--- config.mk ---
export PLATFORM = sky130hd
export DESIGN_NAME = uart_rx
export DESIGN_NICKNAME = d
export VERILOG_FILES = /design/src/rtl/uart_pkg.sv /design/src/rtl/uart_rx_fifo.sv /design/src/rtl/uart_rx.sv
export SDC_FILE = /design/constraint.sdc
export NUM_CORES = 1
export LEC_CHECK = 0
export ABC_AREA = 1
export CELL_PAD_IN_SITES_DETAIL_PLACEMENT = 1
export CELL_PAD_IN_SITES_GLOBAL_PLACEMENT = 1
export CORE_ASPECT_RATIO = 1.5
export CORE_UTILIZATION = 45
export CTS_CLUSTER_DIAMETER = 80
export CTS_CLUSTER_SIZE = 20
export DETAILED_ROUTE_END_ITERATION = 10
export PLACE_DENSITY_LB_ADDON = 0.1
export SLEW_MARGIN = 20
export SYNTH_ARGS = -nofsm -noshare
export SYNTH_HDL_FRONTEND = slang
export SYNTH_SLANG_ARGS = --single-unit
--- constraint.sdc ---
create_clock -name clk_i -period 3.98 [get_ports clk_i]
set_clock_uncertainty 0.2 [all_clocks]
set_input_delay 0.796 -clock clk_i [delete_from_list [all_inputs] [get_ports clk_i]]
set_output_delay 0.796 -clock clk_i [all_outputs]
set_load 0.005 [all_outputs]
--- src/rtl/uart_pkg.sv ---
// Shared UART definitions: receiver FSM states, minimum divisor and default sizes.
package uart_pkg;

  typedef enum logic [1:0] {
    IDLE,
    START,
    DATA,
    STOP
  } rx_state_e;

  localparam int UART_MIN_BAUD_DIV = 4;
  localparam int UART_DATA_WIDTH   = 8;
  localparam int UART_FIFO_DEPTH   = 16;

  // Clamp the divisor so the mid-bit arithmetic never degenerates.
  function automatic logic [15:0] eff_baud_div(input logic [15:0] div);
    return (div < 16'(UART_MIN_BAUD_DIV)) ? 16'(UART_MIN_BAUD_DIV) : div;
  endfunction

endpackage

--- src/rtl/uart_rx_fifo.sv ---
// First-word-fall-through receive FIFO. A push into a full FIFO is dropped
// (drop_o pulses) unless a pop happens in the same cycle.
module uart_rx_fifo #(
  parameter int WIDTH = 8,
  parameter int DEPTH = 16
) (
  input  logic             clk_i,
  input  logic             rst_i,
  input  logic             push_i,
  input  logic [WIDTH-1:0] data_i,
  input  logic             pop_i,
  output logic [WIDTH-1:0] dout_o,
  output logic             empty_o,
  output logic             full_o,
  output logic             drop_o
);

  localparam int AW = $clog2(DEPTH);

  logic [WIDTH-1:0] mem_q [DEPTH];
  logic [AW-1:0]    wr_ptr_q, wr_ptr_d;
  logic [AW-1:0]    rd_ptr_q, rd_ptr_d;
  logic [AW:0]      count_q, count_d;
  logic             do_push, do_pop;

  assign empty_o = (count_q == '0);
  assign full_o  = (count_q == (AW+1)'(DEPTH));
  assign do_pop  = pop_i && !empty_o;
  assign do_push = push_i && (!full_o || do_pop);
  assign drop_o  = push_i && !do_push;
  assign dout_o  = empty_o ? '0 : mem_q[rd_ptr_q];

  // Next pointer and occupancy; pointers wrap naturally at the power-of-two depth.
  always_comb begin
    wr_ptr_d = wr_ptr_q;
    rd_ptr_d = rd_ptr_q;
    count_d  = count_q;
    if (do_push) wr_ptr_d = wr_ptr_q + AW'(1);
    if (do_pop)  rd_ptr_d = rd_ptr_q + AW'(1);
    case ({do_push, do_pop})
      2'b10:   count_d = count_q + (AW+1)'(1);
      2'b01:   count_d = count_q - (AW+1)'(1);
      default: count_d = count_q;
    endcase
  end

  // Pointer and count registers.
  always_ff @(posedge clk_i) begin
    if (rst_i) begin
      wr_ptr_q <= '0;
      rd_ptr_q <= '0;
      count_q  <= '0;
    end else begin
      wr_ptr_q <= wr_ptr_d;
      rd_ptr_q <= rd_ptr_d;
      count_q  <= count_d;
    end
  end

  // Storage array; contents need no reset since empty_o masks the head.
  always_ff @(posedge clk_i) begin
    if (do_push) mem_q[wr_ptr_q] <= data_i;
  end

endmodule

--- src/rtl/uart_rx.sv ---
// 8N1 UART receiver: synchroniser, mid-bit sampling FSM, stop-bit check,
// sticky framing/overrun flags and an RX FIFO.
// Optional build macro UART_RX_MAJORITY_VOTE_EN: each bit decision becomes a
// 2-of-3 vote over three consecutive samples around the bit centre.
module uart_rx
  import uart_pkg::*;
#(
  parameter int DATA_WIDTH = UART_DATA_WIDTH,
  parameter int FIFO_DEPTH = UART_FIFO_DEPTH
) (
  input  logic                  clk_i,
  input  logic                  rst_i,
  input  logic [15:0]           baud_div_i,
  input  logic                  rx_en_i,
  input  logic                  rx_bit_i,
  input  logic                  rx_re_i,
  output logic [DATA_WIDTH-1:0] dout_o,
  output logic                  empty_o,
  output logic                  full_o,
  output logic                  frame_err_o,
  output logic                  overrun_o,
  input  logic                  err_clr_i
);

  localparam int BW = $clog2(DATA_WIDTH + 1);

  logic                  sync1_q, rxs_q, prev_q;
  rx_state_e             state_q, state_d;
  logic [15:0]           cnt_q, cnt_d;
  logic [15:0]           bd_q, bd_d;
  logic [BW-1:0]         bitidx_q, bitidx_d;
  logic [DATA_WIDTH-1:0] shift_q, shift_d;
  logic                  frame_err_q, frame_err_d;
  logic                  overrun_q, overrun_d;
  logic                  push, frame_set, fifo_drop;
  logic                  start_tick, bit_tick, start_val, bit_val;
  logic [15:0]           half;

  assign half     = bd_q >> 1;
  assign bit_tick = (cnt_q == bd_q - 16'd1);

`ifdef UART_RX_MAJORITY_VOTE_EN
  logic [1:0] hist_q;
  logic       vote;

  // Two-deep history of the synced line; with the current sample this gives three votes.
  always_ff @(posedge clk_i) begin
    if (rst_i) hist_q <= 2'b11;
    else       hist_q <= {hist_q[0], rxs_q};
  end

  assign vote       = (hist_q[1] & hist_q[0]) | (hist_q[1] & rxs_q) | (hist_q[0] & rxs_q);
  assign start_tick = (cnt_q == half + 16'd1);
  assign start_val  = vote;
  assign bit_val    = vote;
`else
  assign start_tick = (cnt_q == half - 16'd1);
  assign start_val  = rxs_q;
  assign bit_val    = rxs_q;
`endif

  // Two-flop synchroniser plus a history flop for falling-edge detection.
  always_ff @(posedge clk_i) begin
    if (rst_i) begin
      sync1_q <= 1'b1;
      rxs_q   <= 1'b1;
      prev_q  <= 1'b1;
    end else begin
      sync1_q <= rx_bit_i;
      rxs_q   <= sync1_q;
      prev_q  <= rxs_q;
    end
  end

  // Frame FSM next-state: start validation, data shift-in, stop-bit check.
  always_comb begin
    state_d   = state_q;
    cnt_d     = cnt_q;
    bd_d      = bd_q;
    bitidx_d  = bitidx_q;
    shift_d   = shift_q;
    push      = 1'b0;
    frame_set = 1'b0;
    if (state_q != IDLE && !rx_en_i) begin
      state_d = IDLE;
    end else begin
      case (state_q)
        IDLE: begin
          if (rx_en_i && prev_q && !rxs_q) begin
            state_d = START;
            cnt_d   = '0;
            bd_d    = eff_baud_div(baud_div_i);
          end
        end
        START: begin
          if (start_tick) begin
            cnt_d    = '0;
            bitidx_d = '0;
            state_d  = start_val ? IDLE : DATA;
          end else begin
            cnt_d = cnt_q + 16'd1;
          end
        end
        DATA: begin
          if (bit_tick) begin
            shift_d  = DATA_WIDTH'({bit_val, shift_q} >> 1);
            cnt_d    = '0;
            bitidx_d = bitidx_q + BW'(1);
            if (bitidx_q == BW'(DATA_WIDTH - 1)) state_d = STOP;
          end else begin
            cnt_d = cnt_q + 16'd1;
          end
        end
        STOP: begin
          if (bit_tick) begin
            push      = bit_val;
            frame_set = !bit_val;
            cnt_d     = '0;
            state_d   = IDLE;
          end else begin
            cnt_d = cnt_q + 16'd1;
          end
        end
        default: state_d = IDLE;
      endcase
    end
  end

  // Sticky error flags: a set event wins over a same-cycle clear.
  always_comb begin
    frame_err_d = frame_set | (frame_err_q & ~err_clr_i);
    overrun_d   = fifo_drop | (overrun_q & ~err_clr_i);
  end

  // FSM, counters and flag registers.
  always_ff @(posedge clk_i) begin
    if (rst_i) begin
      state_q     <= IDLE;
      cnt_q       <= '0;
      bd_q        <= '0;
      bitidx_q    <= '0;
      shift_q     <= '0;
      frame_err_q <= 1'b0;
      overrun_q   <= 1'b0;
    end else begin
      state_q     <= state_d;
      cnt_q       <= cnt_d;
      bd_q        <= bd_d;
      bitidx_q    <= bitidx_d;
      shift_q     <= shift_d;
      frame_err_q <= frame_err_d;
      overrun_q   <= overrun_d;
    end
  end

  assign frame_err_o = frame_err_q;
  assign overrun_o   = overrun_q;

  uart_rx_fifo #(
    .WIDTH(DATA_WIDTH),
    .DEPTH(FIFO_DEPTH)
  ) u_fifo (
    .clk_i  (clk_i),
    .rst_i  (rst_i),
    .push_i (push),
    .data_i (shift_q),
    .pop_i  (rx_re_i),
    .dout_o (dout_o),
    .empty_o(empty_o),
    .full_o (full_o),
    .drop_o (fifo_drop)
  );

endmodule

## Yosys cells after proc, flatten, opt, wreduce, memory -nomap -nowiden

Memory sizes are Yosys's and may differ from the RTL's. A register that Yosys moved wholly into a read port is not among the register bits.
Cells that the tools add are included.

- Register bits after elaboration: 64
- Bits in latches: 0
- Memory bits (writable): 128
- Bits in read-only memories: 0
- Bits of input ports: 22
- Output and inout bits: 12
- Word-level logic and storage cells: 94
- Memories: 1

- Add/sub/neg operators: 8
- Multiply operators: 0
- Divide/modulo/power cells: 0
- Order comparisons: 1
- Eq/ne operators: 14
- Shifts and indexed selects: 0
- Muxes and demuxes: 27
- Bitwise operators: 6
- Reductions and logical operators: 24

Memories:

| name | words | width | read ports | clocked after memory_dff | wr ports | line | source |
|---|---|---|---|---|---|---|---|
| u_fifo.mem_q | 16 | 8 | 1 | 1 | 1 | uart_rx_fifo.sv:20 | `logic [WIDTH-1:0] mem_q [DEPTH];` |

Operators with widths:

| operator | count |
|---|---|
| 16-bit 2-to-1 mux | 4 |
| 16-bit one-hot mux with 3 select lines | 1 |
| 16-bit equality test | 2 |
| 16-bit by 1-bit adder with 16-bit output, second input constant | 1 |
| 16-bit by 3-bit < comparator with 1-bit output, second input constant | 1 |
| 4-bit 2-to-1 mux | 4 |
| 15-bit by 1-bit subtractor with 16-bit output, second input constant | 1 |
| 16-bit by 1-bit subtractor with 16-bit output, second input constant | 1 |
| 4-bit by 1-bit adder with 4-bit output, second input constant | 3 |
| 2-bit 2-to-1 mux | 6 |
| 2-bit inequality test, second input constant | 5 |
| 5-bit one-hot mux with 2 select lines | 1 |
| 1-bit 2-to-1 mux | 8 |
| 8-bit 2-to-1 mux | 1 |
| 2-bit one-hot mux with 4 select lines | 1 |
| 4-bit one-hot mux with 2 select lines | 1 |
| 2-bit equality test, second input constant | 3 |
| 1-bit logical AND | 6 |
| 3-bit AND reduction | 2 |
| 2-bit nonzero test | 3 |
| 5-bit by 1-bit adder with 5-bit output, second input constant | 1 |
| 5-bit equality test, second input constant | 1 |
| 1-bit logical NOT | 5 |
| 5-bit logical NOT | 1 |
| other kinds (12) | 17 |

## Depth between registers and ports, before layout

- Depth after elaboration: 9
- Mapped depth: 26
- Gate-level depth less buffers: 26

## By module

Synthesis repeated with hierarchy kept, for this count alone.

- Cell total of the unflattened synthesis: 1,110
- Area, all modules: 9,694.3 um^2

Modules (own cells, without submodules):

| module | times used | cells each | area each (um^2) | seq. area each (um^2) |
|---|---|---|---|---|
| uart_rx_fifo | 1 | 554 | 6,109.6 | 4,184.0 |
| uart_rx | 1 | 556 | 3,584.7 | 1,021.0 |

## Worst setup path after synthesis

No wires, ideal clock.

- Path type: flip-flop to flip-flop
- Start: register bd_q[2]
- End: memory u_fifo.mem_q[10][0], enable pin
- Library setup time: 383 ps
- Arrival time: 2,731 ps
- Required time: 3,397 ps
- Path slack: 665 ps
- Stages on the path, launching flop included: 16
- Cells stage by stage: dfxtp_1 inv_1 ha_1 nand2_1 inv_2 nand2_4 inv_2 nand2_1 nand3_1 or3_1 nor2_1 nand4_1 nor3_2 nand3_2 buf_6 nor3_1

- Word-level cells in the longest chain between the ends: 8

RTL lines:

| element | line | source |
|---|---|---|
| start, declared | uart_rx.sv:30 | `logic [15:0] bd_q, bd_d;` |
| start signal, assigned | uart_rx.sv:140 | `bd_q <= '0;` |
| start signal, assigned | uart_rx.sv:148 | `bd_q <= bd_d;` |
| 16-bit by 1-bit subtractor with 16-bit output | uart_rx.sv:40 | `assign bit_tick = (cnt_q == bd_q - 16'd1);` |
| 16-bit equality test | uart_rx.sv:40 |  |
| 1-bit 2-to-1 mux | uart_rx.sv:115 | `if (bit_tick) begin` |
| 1-bit 2-to-1 mux | uart_rx.sv:87 | `case (state_q)` |
| 1-bit 2-to-1 mux | uart_rx.sv:84 | `if (state_q != IDLE && !rx_en_i) begin` |
| 1-bit logical AND | uart_rx_fifo.sv:29 | `assign do_push = push_i && (!full_o \|\| do_pop);` |
| 1-bit 2-to-1 mux | uart_rx_fifo.sv:62 | `if (do_push) mem_q[wr_ptr_q] <= data_i;` |
| 1-bit 2-to-1 mux (not written as such) | uart_rx_fifo.sv:62 |  |
| end, declared | uart_rx_fifo.sv:20 |  |

Every way passes these cells.

==> out/metrics.yaml <==
logic_synthesis:
  syn_area_per_cell_um2: 9.32
  synthesis.area_mm2: 0.00944
  synthesis.nets: 1049
  synth_edf_count: 128
  synth.distinct_cells: 48
  ys_warn_count: 0
  synth-seq-area-share: 0.551
  synth_flop_cell: "edfxtp_1"
  async_flop_share: 0
  ys_seq_elements: 196
  synthCells: 1013
clock_tree:
  cts_tree: "done"
  htreeDepth: 4
  worst_skew_pair.late_latency_ns: 0.45
  cts_sinks: 196
  clockRootBuffer: "clkbuf_16"
  cts_resized: 1
  hold_buffers: 0
  post_cts_buffers: 0
  cts-buffers-inserted: 17
  cts.clk_slew.worst_paths_ns: 0.07
  cts_max_path_buffers: 2
cells_and_area:
  final_cell_mix: "nor2_1 (150), nand2_1 (134), edfxtp_1 (128), o21ai_0 (93), inv_1 (75)"
  layout_commonest_cell: "nor2_1"
  syn_to_final_growth_pct: 14.2
  fin_cells: 1328
  antenna_cells: 0
  num-nets-final: 1087
  postLayoutCellArea_mm2: 0.0108
  drive_gt1_frac: 0.105
setup_path:
  crit_type: "flop to output pin"
  start_kind: "flop"
  worstSetupEndpointType: "output pin"
  worst-path-max-fanout: 19
  cp.required_ns: 2.98
  cp.arrival_ns: 2.78
routing:
  wire_per_inst_um: 20.4
  viasPerCell: 5.58
  first_iter_violations: 423
  ant_nets: 0
  vias: 7409
  drcViolationCount: 0
  wl_um: 27100
  dr.pass1.iters: 4
sta:
  slew_headroom: 0.379
  setup_ws_ns: 0.200
  finalCriticalPeriod_ns: 3.78
  finalSetupViolations: 0
  final_hold_viol_count: 0
  fin_crit_sh: 0.950
  maxSlewViolCount: 0
  tns_ns: 0
  fmax_ghz: 0.265
  rsz0062_at_grt: "false"
  worst-slew-pin-transition_ns: 0.930
floorplanning:
  die_x_um: 120
  dieArea_mm2: 0.0216
  initial_core_util: 0.460
  fp.dieH_um: 179
  row_count: 64
  core-area_mm2: 0.0205
  num_io_pins: 34
power:
  p_seq_frac: 0.411
  p_switching_uw: 1690
  combPwrFrac: 0.249
  power_density_mw_per_mm2: 506
  p_leak_uw: 0.00409
  p_clk_frac: 0.340
  ir_drop_v: 0.000245
  switching_share: 0.310
  p_int_uw: 3760
grt:
  grt_pass1_wl_um: 42400
  grt_pass1_vias: 7815
  grt_usage: 0.268
  grt_max_degree: 65
  antenna_found_initial: 0
  overflow: 0
place:
  port_buffers: 33
  placed_cells: 1296
  placed_area_mm2: 0.0102
  hpwl_um: 19600
  gp_congestion: 0.892
  place_ws_ns: 0.425
run:
  maxCapViolations: 0
min_path:
  hold_class: "flop to flop"
outcome:
  status: "complete, no violations"
## flip-flops by register name, indices dropped and copies added (netlist names), named ones only
register	flops
cnt_q	16
state_q	1
u_fifo.wr_ptr_q	4
u_fifo.rd_ptr_q	4
frame_err_o	1
bitidx_q	4
u_fifo.mem_q	128
sync1_q	1
prev_q	1
bd_q	16
overrun_o	1
bit_val	1
u_fifo.count_q	5
shift_q	8
## Yosys cell counts (24+ instances only)
cell type	n	area, um^2
nor2_1	150	563
nand2_1	134	503
edfxtp_1	128	3840
o21ai_0	93	465
inv_1	75	282
dfxtp_1	68	1360
nand3_1	63	315
a21oi_1	40	200
nor3_1	34	170
xor2_1	33	289
clkbuf_1	32	120
o221ai_1	24	210
## per-stage QoR
stage / hold slack (ns) / utilization / total power [uW]
after CTS: 0.259 / 0.526 / 5510
after global routing: 0.270 / 0.526 / 5720
after floorplan: 0.189 / - / 3090
after detailed placement: 0.238 / 0.495 / 3650
after global placement: 0.233 / 0.495 / 3630
final: 0.259 / 0.526 / 5450
## metal layers
| metal | share of wire | wire, um | GRT usage | up-vias |
|---|---|---|---|---|
| met3 | 0.025 | 667 | 0.0377 | 62 |
| met2 | 0.59 | 15900 | 0.555 | 135 |
| met5 | 0 | 0 | 0 | - |
| met1 | 0.34 | 9190 | 0.242 | 3660 |
| met4 | 0.049 | 1320 | 0.150 | 0 |
| li1 | - | - | - | 3552 |
## cells by family after synthesis
| family | after synthesis | share of synthesized area |
|---|---|---|
| compound gates | 186 | 0.115 |
| xor+xnor | 48 | 0.0453 |
| buf+inv | 126 | 0.0521 |
| simple gates | 443 | 0.217 |
| fa+ha+maj | 14 | 0.0186 |
| flops | 196 | 0.551 |
## power by group through the flow
| stage | Combinational (uW) | Sequential, uW | Clock, uW |
|---|---|---|---|
| 3_3_place_gp | 1350 | 2280 | 0 |
| 2_1_floorplan | 828 | 2260 | 0 |
| 3_5_place_dp | 1370 | 2280 | 0 |
| 6_report | 1360 | 2240 | 1850 |
| 4_1_cts | 1370 | 2240 | 1890 |
| 5_1_grt | 1510 | 2250 | 1960 |
## critical path, stage by stage, from the launching register on
cell	delay, ns
dfxtp_2	0.36
clkinv_1	0.45
buf_4	0.36
o21ai_0	0.25
o22ai_1	0.12
nor2_1	0.10
nor2_1	0.05
o21ai_0	0.09
a21oi_1	0.09
clkdlybuf4s50_1	0.46
## path summary, 6_finish.rpt
check                   endpoint  depth (start not counted)  slack [ns]     from
max                    dout_o[6]                          9        0.20     flop
min                      bit_val                          1        0.26  sync1_q
max reg2reg  u_fifo.mem_q[15][5]                         14        0.51  bd_q[2]
min reg2reg              bit_val                          1        0.26  sync1_q
## layout make-up
cell class | count | area [um^2]
Fill cell | 2383 | 9720
Sequential cell | 196 | 5210
Multi-Input combinational cell | 691 | 3740
Timing Repair Buffer | 60 | 558
Clock buffer | 18 | 429
Tap cell | 264 | 330
Inverter | 85 | 320
Clock inverter | 14 | 196
(Power assumes the default switching activity.)
